File: config.mk
export PLATFORM = sky130hd
export DESIGN_NAME = uart_tx_mmio
export DESIGN_NICKNAME = d
export VERILOG_FILES = /design/src/rtl/uart_pkg.sv /design/src/rtl/uart_fifo.sv /design/src/rtl/uart_tx_mmio.sv
export SDC_FILE = /design/constraint.sdc
export NUM_CORES = 1
export LEC_CHECK = 0
export CAP_MARGIN = 20
export CORE_ASPECT_RATIO = 0.8
export CORE_MARGIN = 5
export CORE_UTILIZATION = 55
export CTS_CLUSTER_SIZE = 10
export DETAILED_ROUTE_END_ITERATION = 7
export GPL_ROUTABILITY_DRIVEN = 0
export GPL_TIMING_DRIVEN = 0
export PLACE_DENSITY = 0.82
export SLEW_MARGIN = 0
export SYNTH_ARGS = -nofsm -noshare
export SYNTH_HDL_FRONTEND = slang
export SYNTH_SLANG_ARGS = --single-unit
export TNS_END_PERCENT = 5
File: constraint.sdc
create_clock -name clk -period 4.4 [get_ports clk]
set_clock_uncertainty 0.15 [all_clocks]
set_input_delay 0.88 -clock clk [delete_from_list [all_inputs] [get_ports clk]]
set_output_delay 0.88 -clock clk [all_outputs]
set_load 0.05 [all_outputs]
File: src/rtl/uart_pkg.sv
// Shared register offsets, STATUS bit positions and FSM encoding for the MMIO UART transmitter.
package uart_pkg;
   localparam logic [1:0] REG_TXDATA  = 2'd0;
   localparam logic [1:0] REG_STATUS  = 2'd1;
   localparam logic [1:0] REG_DIVISOR = 2'd2;

   localparam int ST_BUSY    = 0;
   localparam int ST_FULL    = 1;
   localparam int ST_EMPTY   = 2;
   localparam int ST_PARITY  = 3;
   localparam int ST_LVL_LSB = 8;

   typedef enum logic [2:0] {
      S_IDLE   = 3'd0,
      S_START  = 3'd1,
      S_DATA   = 3'd2,
      S_PARITY = 3'd3,
      S_STOP   = 3'd4
   } uart_state_e;
endpackage

File: src/rtl/uart_fifo.sv
// Synchronous FIFO with a combinational head read; pointers carry a wrap bit so all slots are usable.
module uart_fifo #(
   parameter int W     = 8,
   parameter int DEPTH = 8
) (
   input  logic                       clk,
   input  logic                       rst_n,
   input  logic                       push,
   input  logic                       pop,
   input  logic [W-1:0]               din,
   output logic [W-1:0]               dout,
   output logic                       full,
   output logic                       empty,
   output logic [$clog2(DEPTH):0]     level
);
   localparam int AW = $clog2(DEPTH);

   logic [W-1:0]  mem_q [DEPTH];
   logic [AW:0]   wptr_q, wptr_d, rptr_q, rptr_d;
   logic          do_push, do_pop;

   assign full  = (wptr_q[AW] != rptr_q[AW]) && (wptr_q[AW-1:0] == rptr_q[AW-1:0]);
   assign empty = (wptr_q == rptr_q);
   assign level = wptr_q - rptr_q;
   assign dout  = mem_q[rptr_q[AW-1:0]];

   // A push into a full FIFO is legal when the head leaves on the same edge.
   always_comb begin
      do_pop  = pop && !empty;
      do_push = push && (!full || do_pop);
      wptr_d  = wptr_q + {{AW{1'b0}}, do_push};
      rptr_d  = rptr_q + {{AW{1'b0}}, do_pop};
   end

   always_ff @(posedge clk or negedge rst_n) begin
      if (!rst_n) begin
         wptr_q <= '0;
         rptr_q <= '0;
      end else begin
         wptr_q <= wptr_d;
         rptr_q <= rptr_d;
      end
   end

   always_ff @(posedge clk) begin
      if (do_push) mem_q[wptr_q[AW-1:0]] <= din;
   end
endmodule

File: src/rtl/uart_tx_mmio.sv
// Memory-mapped UART transmitter: TXDATA/STATUS/DIVISOR registers, TX FIFO and baud-rate FSM.
// Define UART_TX_PARITY_EN to add an even-parity bit after the data bits.
module uart_tx_mmio
   import uart_pkg::*;
#(
   parameter int          FIFO_DEPTH = 8,
   parameter logic [15:0] DIV_RESET  = 16'd217
) (
   input  logic        clk,
   input  logic        rst_n,
   input  logic [31:0] addr,
   input  logic [31:0] wdata,
   input  logic [3:0]  wmask,
   input  logic        wstrb,
   input  logic        rstrb,
   output logic [31:0] rdata,
   output logic        rbusy,
   output logic        wbusy,
   output logic        tx
);
   localparam int AW = $clog2(FIFO_DEPTH);
`ifdef UART_TX_PARITY_EN
   localparam uart_state_e AFTER_DATA = S_PARITY;
   localparam logic        PAR_BIT    = 1'b1;
`else
   localparam uart_state_e AFTER_DATA = S_STOP;
   localparam logic        PAR_BIT    = 1'b0;
`endif

   uart_state_e state_q, state_d;
   logic [15:0] cnt_q, cnt_d, snap_q, snap_d, div_q, div_d, div_eff;
   logic [7:0]  sh_q, sh_d, pend_byte_q, pend_byte_d;
   logic [2:0]  bit_q, bit_d;
   logic        par_q, par_d, tx_q, tx_d, pend_q, pend_d;
   logic [31:0] rdata_q, rdata_d, status;
   logic        pop, push, load, wr_tx, slot_ok;
   logic [7:0]  fifo_dout;
   logic        fifo_full, fifo_empty;
   logic [AW:0] fifo_level;
   logic [1:0]  sel;
   logic        unused_bits;

   assign unused_bits = ^{addr[31:4], addr[1:0], wdata[31:16], wmask[3:2]};

   uart_fifo #(.W(8), .DEPTH(FIFO_DEPTH)) u_fifo (
      .clk(clk), .rst_n(rst_n), .push(push), .pop(pop), .din(pend_q ? pend_byte_q : wdata[7:0]),
      .dout(fifo_dout), .full(fifo_full), .empty(fifo_empty), .level(fifo_level)
   );

   assign sel     = addr[3:2];
   assign div_eff = (div_q == 16'd0) ? 16'd1 : div_q;
   assign wr_tx   = wstrb && (sel == REG_TXDATA) && wmask[0];
   assign slot_ok = !fifo_full || pop;
   assign push    = (pend_q || wr_tx) && slot_ok;

   always_comb begin
      status = '0;
      status[ST_BUSY]                 = (state_q != S_IDLE);
      status[ST_FULL]                 = fifo_full;
      status[ST_EMPTY]                = fifo_empty;
      status[ST_PARITY]               = PAR_BIT;
      status[ST_LVL_LSB+7:ST_LVL_LSB] = 8'(fifo_level);
   end

   // Bus side: pending-byte stall, DIVISOR byte lanes, registered read data.
   always_comb begin
      pend_d      = pend_q ? !slot_ok : (wr_tx && !slot_ok);
      pend_byte_d = (wr_tx && !pend_q) ? wdata[7:0] : pend_byte_q;
      div_d       = div_q;
      if (wstrb && sel == REG_DIVISOR) begin
         if (wmask[0]) div_d[7:0]  = wdata[7:0];
         if (wmask[1]) div_d[15:8] = wdata[15:8];
      end
      rdata_d = rdata_q;
      if (rstrb) begin
         case (sel)
            REG_STATUS:  rdata_d = status;
            REG_DIVISOR: rdata_d = {16'd0, div_q};
            default:     rdata_d = '0;
         endcase
      end
   end

   // tx is registered from the current state, so the line lags the FSM by one cycle.
   always_comb begin
      state_d = state_q;
      cnt_d   = cnt_q;
      sh_d    = sh_q;
      bit_d   = bit_q;
      snap_d  = snap_q;
      par_d   = par_q;
      tx_d    = 1'b1;
      load    = 1'b0;
      case (state_q)
         S_IDLE: load = !fifo_empty;
         S_START: begin
            tx_d = 1'b0;
            if (cnt_q == 16'd0) begin
               state_d = S_DATA;
               cnt_d   = snap_q - 16'd1;
               bit_d   = 3'd0;
            end else cnt_d = cnt_q - 16'd1;
         end
         S_DATA: begin
            tx_d = sh_q[0];
            if (cnt_q == 16'd0) begin
               sh_d  = sh_q >> 1;
               cnt_d = snap_q - 16'd1;
               if (bit_q == 3'd7) state_d = AFTER_DATA;
               else bit_d = bit_q + 3'd1;
            end else cnt_d = cnt_q - 16'd1;
         end
`ifdef UART_TX_PARITY_EN
         S_PARITY: begin
            tx_d = par_q;
            if (cnt_q == 16'd0) begin
               state_d = S_STOP;
               cnt_d   = snap_q - 16'd1;
            end else cnt_d = cnt_q - 16'd1;
         end
`endif
         S_STOP: begin
            if (cnt_q == 16'd0) begin
               if (!fifo_empty) load = 1'b1;
               else state_d = S_IDLE;
            end else cnt_d = cnt_q - 16'd1;
         end
         default: state_d = S_IDLE;
      endcase
      pop = load;
      if (load) begin
         sh_d    = fifo_dout;
         par_d   = ^fifo_dout;
         snap_d  = div_eff;
         cnt_d   = div_eff - 16'd1;
         state_d = S_START;
      end
   end

   always_ff @(posedge clk or negedge rst_n) begin
      if (!rst_n) begin
         state_q     <= S_IDLE;
         cnt_q       <= '0;
         sh_q        <= '0;
         bit_q       <= '0;
         snap_q      <= 16'd1;
         par_q       <= 1'b0;
         tx_q        <= 1'b1;
         pend_q      <= 1'b0;
         pend_byte_q <= '0;
         div_q       <= DIV_RESET;
         rdata_q     <= '0;
      end else begin
         state_q     <= state_d;
         cnt_q       <= cnt_d;
         sh_q        <= sh_d;
         bit_q       <= bit_d;
         snap_q      <= snap_d;
         par_q       <= par_d;
         tx_q        <= tx_d;
         pend_q      <= pend_d;
         pend_byte_q <= pend_byte_d;
         div_q       <= div_d;
         rdata_q     <= rdata_d;
      end
   end

   assign tx    = tx_q;
   assign wbusy = pend_q;
   assign rdata = rdata_q;
   assign rbusy = 1'b0;
endmodule

# After elaboration in Yosys (flattened, before gate mapping)
# Memories as Yosys holds them, arrays and structs flattened.
# Cells that the tools add are included.
# word_totals
ramBits	64
elab_cells	100
inputBits	72
mem_count	1
output_inout_bits	35
reg_bits	112
# op_classes
addsub	7
n_reduce_logical	32
mux	28
n_eq_ne	19
# memory_table
name	depth	width	read_ports	rd_clocked_by_memory_dff	wr	line_no	text
u_fifo.mem_q	8	8	1	0	1	uart_fifo.sv:18	logic [W-1:0] mem_q [DEPTH];
# op_table
op	count
16-bit two-way mux	4
16-bit one-hot mux with 2 select lines	2
16-bit by 1-bit subtractor with 16-bit output, second input constant	3
16-bit zero test	2
8-bit two-way mux	4
3-bit two-way mux	9
3-bit != test, second input constant	6
3-bit one-hot mux with 4 select lines	1
1-bit logical AND	9
4-bit by 1-bit adder with 4-bit output	2
2-bit != test, second input constant	4
2-bit AND reduction	4
3-bit equality test, second input constant	2
3-bit one-hot mux with 2 select lines	1
6-bit AND reduction	1
2-bit nonzero test	3
3-bit nonzero test	2
1-bit two-way mux	5
4-bit equality test	1
1-bit zero test	4
1-bit one-hot mux with 2 select lines	2
4-bit AND reduction	1
4-bit subtractor	1
3-bit by 1-bit adder with 3-bit output, second input constant	1
other kinds (10)	12

# Longest topological paths before layout
# Gate-level depths: netlist (run 1).
# logic_depth
depth_word	9
mapped_depth	13
ltp_nobuf	9

# Modules after synthesis
# A second synthesis (run 1) with hierarchy kept.
# unflattened
cells_unflattened	712
area_unflattened_um2	8054.0
# modules_own_cells
mod	seq_area_each_um2	instances	area_per_inst_um2	cells_each
uart_tx_mmio	2210.9	1	5073.6	551
uart_fifo	2122.0	1	2980.4	161

# Least setup slack after synthesis (run 1)
# OpenSTA, ideal clock, no wires.
# synth_path
path_type	register to register
from	reg u_fifo.rptr_q[1]
to	reg u_fifo.wptr_q[2]
path_stages_with_launch	14
path_slack_ns	1.169
arrival_ns	2.953
path_buffers	4
cell_sequence	dfrtp_1 -> clkbuf_1 -> clkbuf_1 -> inv_1 -> ha_1 -> nand3_1 -> o21a_1 -> o21ai_2 -> clkbuf_1 -> buf_2 -> a21oi_1 -> ha_1 -> ha_1 -> xor2_1
# synth_via
elab_chain_cells	8
word_cells_on_any_way	14
classes_between	add/sub (1); eq/ne (2); mux (3); reduce/logical (8)
# synth_rtl
element	line_no	text
from (decl)	uart_fifo.sv:19	logic [AW:0] wptr_q, wptr_d, rptr_q, rptr_d;
from (signal assigned)	uart_fifo.sv:41	rptr_q <= rptr_d;
4-bit equality test	uart_fifo.sv:23	assign empty = (wptr_q == rptr_q);
1-bit two-way mux	uart_tx_mmio.sv:124	if (!fifo_empty) load = 1'b1;
1-bit two-way mux	uart_tx_mmio.sv:123	if (cnt_q == 16'd0) begin
1-bit one-hot mux with 2 select lines	uart_tx_mmio.sv:94	case (state_q)
1-bit logical OR / 1-bit logical AND (equally long branches)	uart_tx_mmio.sv:53, uart_fifo.sv:29	
1-bit logical AND / 1-bit logical OR (equally long branches)	uart_tx_mmio.sv:54, uart_fifo.sv:30	
1-bit logical AND (*)	uart_fifo.sv:30	do_push = push && (!full || do_pop);
4-bit by 1-bit adder with 4-bit output (*)	uart_fifo.sv:31	wptr_d = wptr_q + {{AW{1'b0}}, do_push};
net u_fifo.wptr_d[2]	uart_fifo.sv:19	
to (signal assigned)	uart_fifo.sv:40	wptr_q <= wptr_d;
to (decl)	uart_fifo.sv:19	
# Mark *: on every way through the listed nets, which the timed path passes. The rest lies on a longest branch.
# A chain may end at the register's enable or synchronous reset.

# Worst setup path in the final report (run 1)
# layout_path
from	reg u_fifo.rptr_q[2]
to	reg u_fifo.wptr_q[2]
# The elaborated chain is that of the path after synthesis.

==> run metrics, run 1 <==
Primary FF master, synth=dfrtp_1; Synth Cell Area=about 8100 um2; die area=about 17000 um2; diode count=0; top-count cell post-synth=dfrtp_1; Req. time, crit path=about 4600 ps; max-slew violation count=0; initial antenna violation count=0; setup violators final=0; # port buffers=40; outcome=finished clean; highest cell delay on the worst timing path=500 ps; EDFF count, synth=64; cell taking the most area after synthesis=dfrtp_1; CP startpoint kind=flop; period utilization=between 90% and 100%; Hold Vio Cnt, Final=0; largest net degree at the start of global routing=77; count of cell types in the netlist=slightly below 80; maxcap violations=0; Yosys top cell area share=between 20% and 30%; first-pass GRT wire length=32100 um; top post-synthesis cells by area=dfrtp_1, edfxtp_1, mux2_2, mux4_2, nand2_1; Via Count=slightly above 6000; WS Path Type=reg -> reg; I/O pins=around 110; Nets=about 860; Reg clk slew, reported paths=~70 ps; M1 GR Usage=33.5%; Slowest cell on crit path=clkbuf_1; Pre-antenna DRT Iters=6; synthesized instance count=between 600 and 700; Num CTS Buffers=17; Lkg Pwr=3.77 nW; Post-synth ARST share=between 60% and 70%; Worst path most repeated cell=ha_1; sequential element share of the synthesized area=between 50% and 60%; layout cells sized above 1=approximately 20%; CTS H-tree depth=4; PwrDens=between 500 and 600 nW/um2; multi-input logic area=~3400 um2; setup TNS=0 ps; Achievable Freq=about 240 MHz; slew margin rel.=41.4%; drt total wl=around 20000 um; die height=119 um; clk sinks=160; Die W=between 100 and 150 um; Final min period=roughly 4100 ps; worst skew pair latency=~440 ps; Hold Path Class=in -> async; Seq cells post-synth=between 150 and 200; crit-path cells=clkbuf_1 -> clkinv_1 -> ha_1 -> nand3_1 -> o21a_1 -> o21ai_2 -> clkbuf_1 -> buf_2 -> a21oi_1 -> ha_1 -> ha_1 -> xor2_1; Tot GR Track Use=23.4%; R2R Setup Slk=about 260 ps; FP Rows=39; CP Max Fanout=10; vias per cell=roughly 6.3; Max Root-Sink Buffers=2; CP Capture Type=flop; GRT overflow=0; Storage cell area=4330 um2; Max VDD drop=roughly 0.4 mV; Area growth, synth to finish=16.7%; number of remaining DRC errors=0; First DRT Iteration DRCs=roughly 860; commonest cells in the netlist=dfrtp_1, nand2_1, edfxtp_1; number of global-route vias before repair=~6000; Worst-Margin Slew=876 ps; detailed-placement wirelength estimate=around 14000 um; Fill cells=roughly 1000; Warnings, synthesis=0; met2 GRT Util=a little over a third; core area=roughly 14000 um2; final antenna-violating net count=0; grt peak-use layer=met2; met3 Resource Use GR=7.27%; Initial Util=56.4%; Layout Utilization=~66%; Root Buffer=clkbuf_16; hold_ws=170 ps; WL/cell=slightly above 20 um; hold buffer count at CTS=0; WP data arrival=about 4300 ps; RSZ-0062 raised after global routing=false; CTS tree=built; Mean Syn Cell Area=11.7 um2
-- through the flow --
stage / instances / area [um2] / power (mW) / setup WS, ps
2_1_floorplan: 711 / 8180 / 3.32 / 1170
3_3_place_gp: 935 / 8810 / 3.71 / -1110
3_5_place_dp: 938 / 8850 / 3.79 / 72.7
4_1_cts: 970 / 9470 / 5.32 / 15.3
5_1_grt: 970 / 9480 / 5.61 / 56.6
6_report: 970 / 9480 / 5.34 / 264
-- cell usage in the layout, fill, tap and decap left out, drive strengths merged, types with 4 or more instances in the layout --
cell and n:
xnor2 12, edfxtp 64, a221oi 4, a31oi 5
dfrtp 89, conb 17, nand2 67, mux2i 5
o31ai 4, o22ai 10, a221o 7, nor4 11
a21oi 22, a211oi 11, nand2b 8, nand3 20
or3 10, mux4 16, mux2 33, clkdlybuf4s50 39
o21ai 29, clkinv 6, inv 42, or4 8
nor3 18, a22oi 4, nand4 10, dfstp 7
o211ai 4, xor2 15, nor2 38, buf 45
a22o 5, ha 16, clkbuf 32
-- where the power goes --
group	total [mW]	internal (mW)	switching (mW)	leakage (nW)
Clock	1.52	0.820	0.696	0.295
Sequential	2.14	1.82	0.318	1.79
Combinational	1.69	0.741	0.947	1.68
-- registers in the layout, indices dropped and copies added, names as in the netlist, 8 cells and up --
register and flops:
rdata 16, pend_byte_q 8, cnt_q 16, u_fifo.mem_q 64
div_q 16, snap_q 16, sh_q 8
-- metal layers --
layer | part of all wire (%) | up-vias
met5 | 0 | -
met4 | 1.5 | 0
met3 | 10 | 33
met2 | 46 | 343
met1 | 42 | 3018
li1 | - | 2721
-- area by class of cell --
type                       instances  share of cell area [%]
timing repair buffer              43                    4.65
buffer                            56                    3.43
multi-input combinational        459                    35.9
clock buffer                      17                    4.49
tap                              184                    2.43
sequential                       160                    45.7
inverter                          36                    1.43
clock inverter                    15                    2.01
-- worst paths after layout --
check / from / end / depth (start not counted)
max reg2reg: u_fifo.rptr_q[2]$_DFF_PN0_ / u_fifo.wptr_q[2]$_DFF_PN0_ / 12
max: u_fifo.rptr_q[2]$_DFF_PN0_ / u_fifo.wptr_q[2]$_DFF_PN0_ / 12
min in group clk: u_fifo.wptr_q[3]$_DFF_PN0_ / u_fifo.wptr_q[3]$_DFF_PN0_ / 1
max in group asynchronous: rst_n / div_q[6]$_DFFE_PN1P_ / 2
min: rst_n / cnt_q[12]$_DFFE_PN0P_ / 1
min reg2reg: u_fifo.wptr_q[3]$_DFF_PN0_ / u_fifo.wptr_q[3]$_DFF_PN0_ / 1
-- cell families after synthesis --
family,synth area share (%)
AO/OA/AOI/OAI,11.7
XOR/XNOR,2.91
adder cells (fa/ha/maj),2.71
buffers and inverters,5.65
flip-flops,53.3
multiplexers,9.63
other,0.0462
AND/OR/NAND/NOR,14.0
-- critical path: cells and delay by family, from the launching register on --
kind / cells / cell delay (ps)
buffers and inverters: 4 / 1720
flip-flops: 1 / 330
XOR/XNOR: 1 / 140
adder cells (fa/ha/maj): 3 / 900
AO/OA/AOI/OAI: 3 / 520
AND/OR/NAND/NOR: 1 / 240
-- timing repair --
action	4_1_cts	5_1_grt
buffers inserted	0	0
pin swaps	0	0
setup endpoints to repair	4	43
resized for setup	1	3
Note: power is estimated with default switching activity, not from simulation.
==> inputs of run 2 (changes only) <==
Settings changed: RECOVER_POWER set to 50.
==> run metrics, run 2 (synthesis gave the netlist of run 1 again) <==
outcome=finished with violations; violated checks=capacitance limit, slew limit; Reg2Reg Depth=12 (unchanged); Layout Utilization=65.7% (-0.19 points); detailed-placement wirelength estimate=13900 um (unchanged); max-slew violation count=77 (+77); WL/cell=20.4 um (-0.22%); vias per cell=6.28 (-0.34%); placed cells=938 (unchanged); diode count=0 (unchanged); fin cells=970 (unchanged); pre-CTS setup slack=72.7 ps (unchanged); reg2reg start=u_fifo.rptr_q[2]$_DFF_PN0_; Initial Util=56.4% (unchanged); hold_ws=349 ps (+179 ps); clk sinks=160 (unchanged); Tot GR Track Use=23.4% (unchanged); most common cell after layout, fill and taps aside=dfrtp_1; Hold Path Class=reg -> reg; Root Buffer=clkbuf_16; GRT overflow=0 (unchanged); WL met1=8450 um (+0.81%); worst r2r dst=u_fifo.wptr_q[2]$_DFF_PN0_; drt total wl=19700 um (-0.22%); most frequent cells in the layout=dfrtp_1, nand2_1, edfxtp_1; Area growth, synth to finish=16.4%; FP Rows=39 (unchanged); layout cells sized above 1=18.8% (-1.3 points); Lkg Pwr=3.76 nW (-0.25%); First DRT Iteration DRCs=802 (-7.0%); Pre-antenna DRT Iters=8 (+2); final antenna-violating net count=0 (unchanged); CP Max Fanout=10 (unchanged); initial antenna violation count=0 (unchanged); Req. time, crit path=4560 ps (about the same); setup TNS=0 ps (unchanged); Max Root-Sink Buffers=2 (unchanged); WP data arrival=4330 ps (+30 ps); Worst-Margin Slew=1900 ps (+1030 ps); number of remaining DRC errors=0 (unchanged); top sig layer=met4; CTS H-tree depth=4 (unchanged); worst skew pair latency=440 ps (about the same); # port buffers=40 (unchanged); Nets=862 (unchanged); WS Path Type=reg -> reg; Post CTS Setup Buffer Count=0 (unchanged); met3 wire len=2000 um (-1.6%); die height=119 um (unchanged); first-pass GRT wire length=32100 um (unchanged); slew margin rel.=-26.9% (-68 points); die area=17300 um2 (unchanged); Num CTS Buffers=17 (unchanged); Via Count=6094 (-0.34%); setup violators final=0 (unchanged); Hold Vio Cnt, Final=0 (unchanged); hold endpoint=u_fifo.wptr_q[3]$_DFF_PN0_; Die W=146 um (unchanged); largest net degree at the start of global routing=77 (unchanged); maxcap violations=1 (+1); period utilization=94.7% (+0.70 points); total power=5.34 mW (about the same); met2 wire length=9060 um (-0.29%); RSZ-0062 raised after global routing=false; PwrDens=565 nW/um2 (+0.25%); final setup margin=233 ps (-30.9 ps); Reg clk slew, reported paths=70 ps (about the same); CP startpoint kind=flop; core area=14400 um2 (unchanged); Hold Crit Start=u_fifo.wptr_q[3]$_DFF_PN0_; Max VDD drop=0.410 mV (+0.31%); number of global-route vias before repair=5966 (unchanged); I/O pins=107 (unchanged); post-route cell area=9450 um2 (-0.29%); worst hold stages=1; Placed Area=8850 um2 (unchanged); Final min period=4170 ps (+30.9 ps); R2R Setup Slk=230 ps (-30 ps); max reg flops=64 (unchanged); CTS tree=built; CP Capture Type=flop; Achievable Freq=240 MHz (-0.74%)
## run 2: cell count changes in the layout (fill, tap and decap cells not counted), sizes merged
cell / change
buf: -3
clkbuf: +3
clkdlybuf4s50: -3
dlygate4sd3: +3
## run 2: repair_timing
action,CTS,global route
resized for setup,1,3
setup endpoints to repair,4,43
gates cloned,0,0
hold buffers,0,0
## run 2: worst max-delay path by stage
stage | startpoint | to | slack, ps | depth (start not counted)
after floorplan | u_fifo.rptr_q[1]$_DFF_PN0_ | u_fifo.wptr_q[2]$_DFF_PN0_ | 1170 | 13
after global placement | rst_n | pend_byte_q[6]$_DFFE_PN0P_ | -1110 | 1
after detailed placement | u_fifo.rptr_q[1]$_DFF_PN0_ | u_fifo.mem_q[0][6]$_DFFE_PP_ | 70 | 11
after CTS | u_fifo.rptr_q[1]$_DFF_PN0_ | u_fifo.mem_q[0][5]$_DFFE_PP_ | 20 | 11
after global routing | u_fifo.rptr_q[2]$_DFF_PN0_ | u_fifo.wptr_q[2]$_DFF_PN0_ | 60 | 12
final | u_fifo.rptr_q[2]$_DFF_PN0_ | u_fifo.wptr_q[2]$_DFF_PN0_ | 230 | 12
## run 2: per-layer routing
metal  vias up  global-route usage, %
li1       2716                      -
met1      2999                   33.5
met2       341                   35.1
met3        38                   7.27
met4         0                   6.17
met5         -                      0
## run 2: layout make-up
class | count | area [um2]
Multi-Input combinational cell | 459 | 3400
Fill cell | 1022 | 4940
Inverter | 36 | 135
Clock inverter | 15 | 190
Sequential cell | 160 | 4330
Tap cell | 184 | 230
Buffer | 56 | 324
Timing Repair Buffer | 43 | 414
Clock buffer | 17 | 425
## run 2: worst max-delay path, stage by stage, from the launching register on
cell and delay, ps:
dfrtp_1 340, clkbuf_1 410, clkinv_1 480, ha_1 490
nand3_1 240, o21a_1 280, o21ai_2 140, clkbuf_1 500
buf_2 360, a21oi_1 100, ha_1 220, ha_1 200
xor2_1 140
## run 2: power by group
group | internal, mW | leakage (nW) | switching [mW] | total [mW]
Sequential | 1.82 | 1.79 | 0.320 | 2.14
Combinational | 0.737 | 1.67 | 0.947 | 1.68
Clock | 0.820 | 0.295 | 0.695 | 1.52
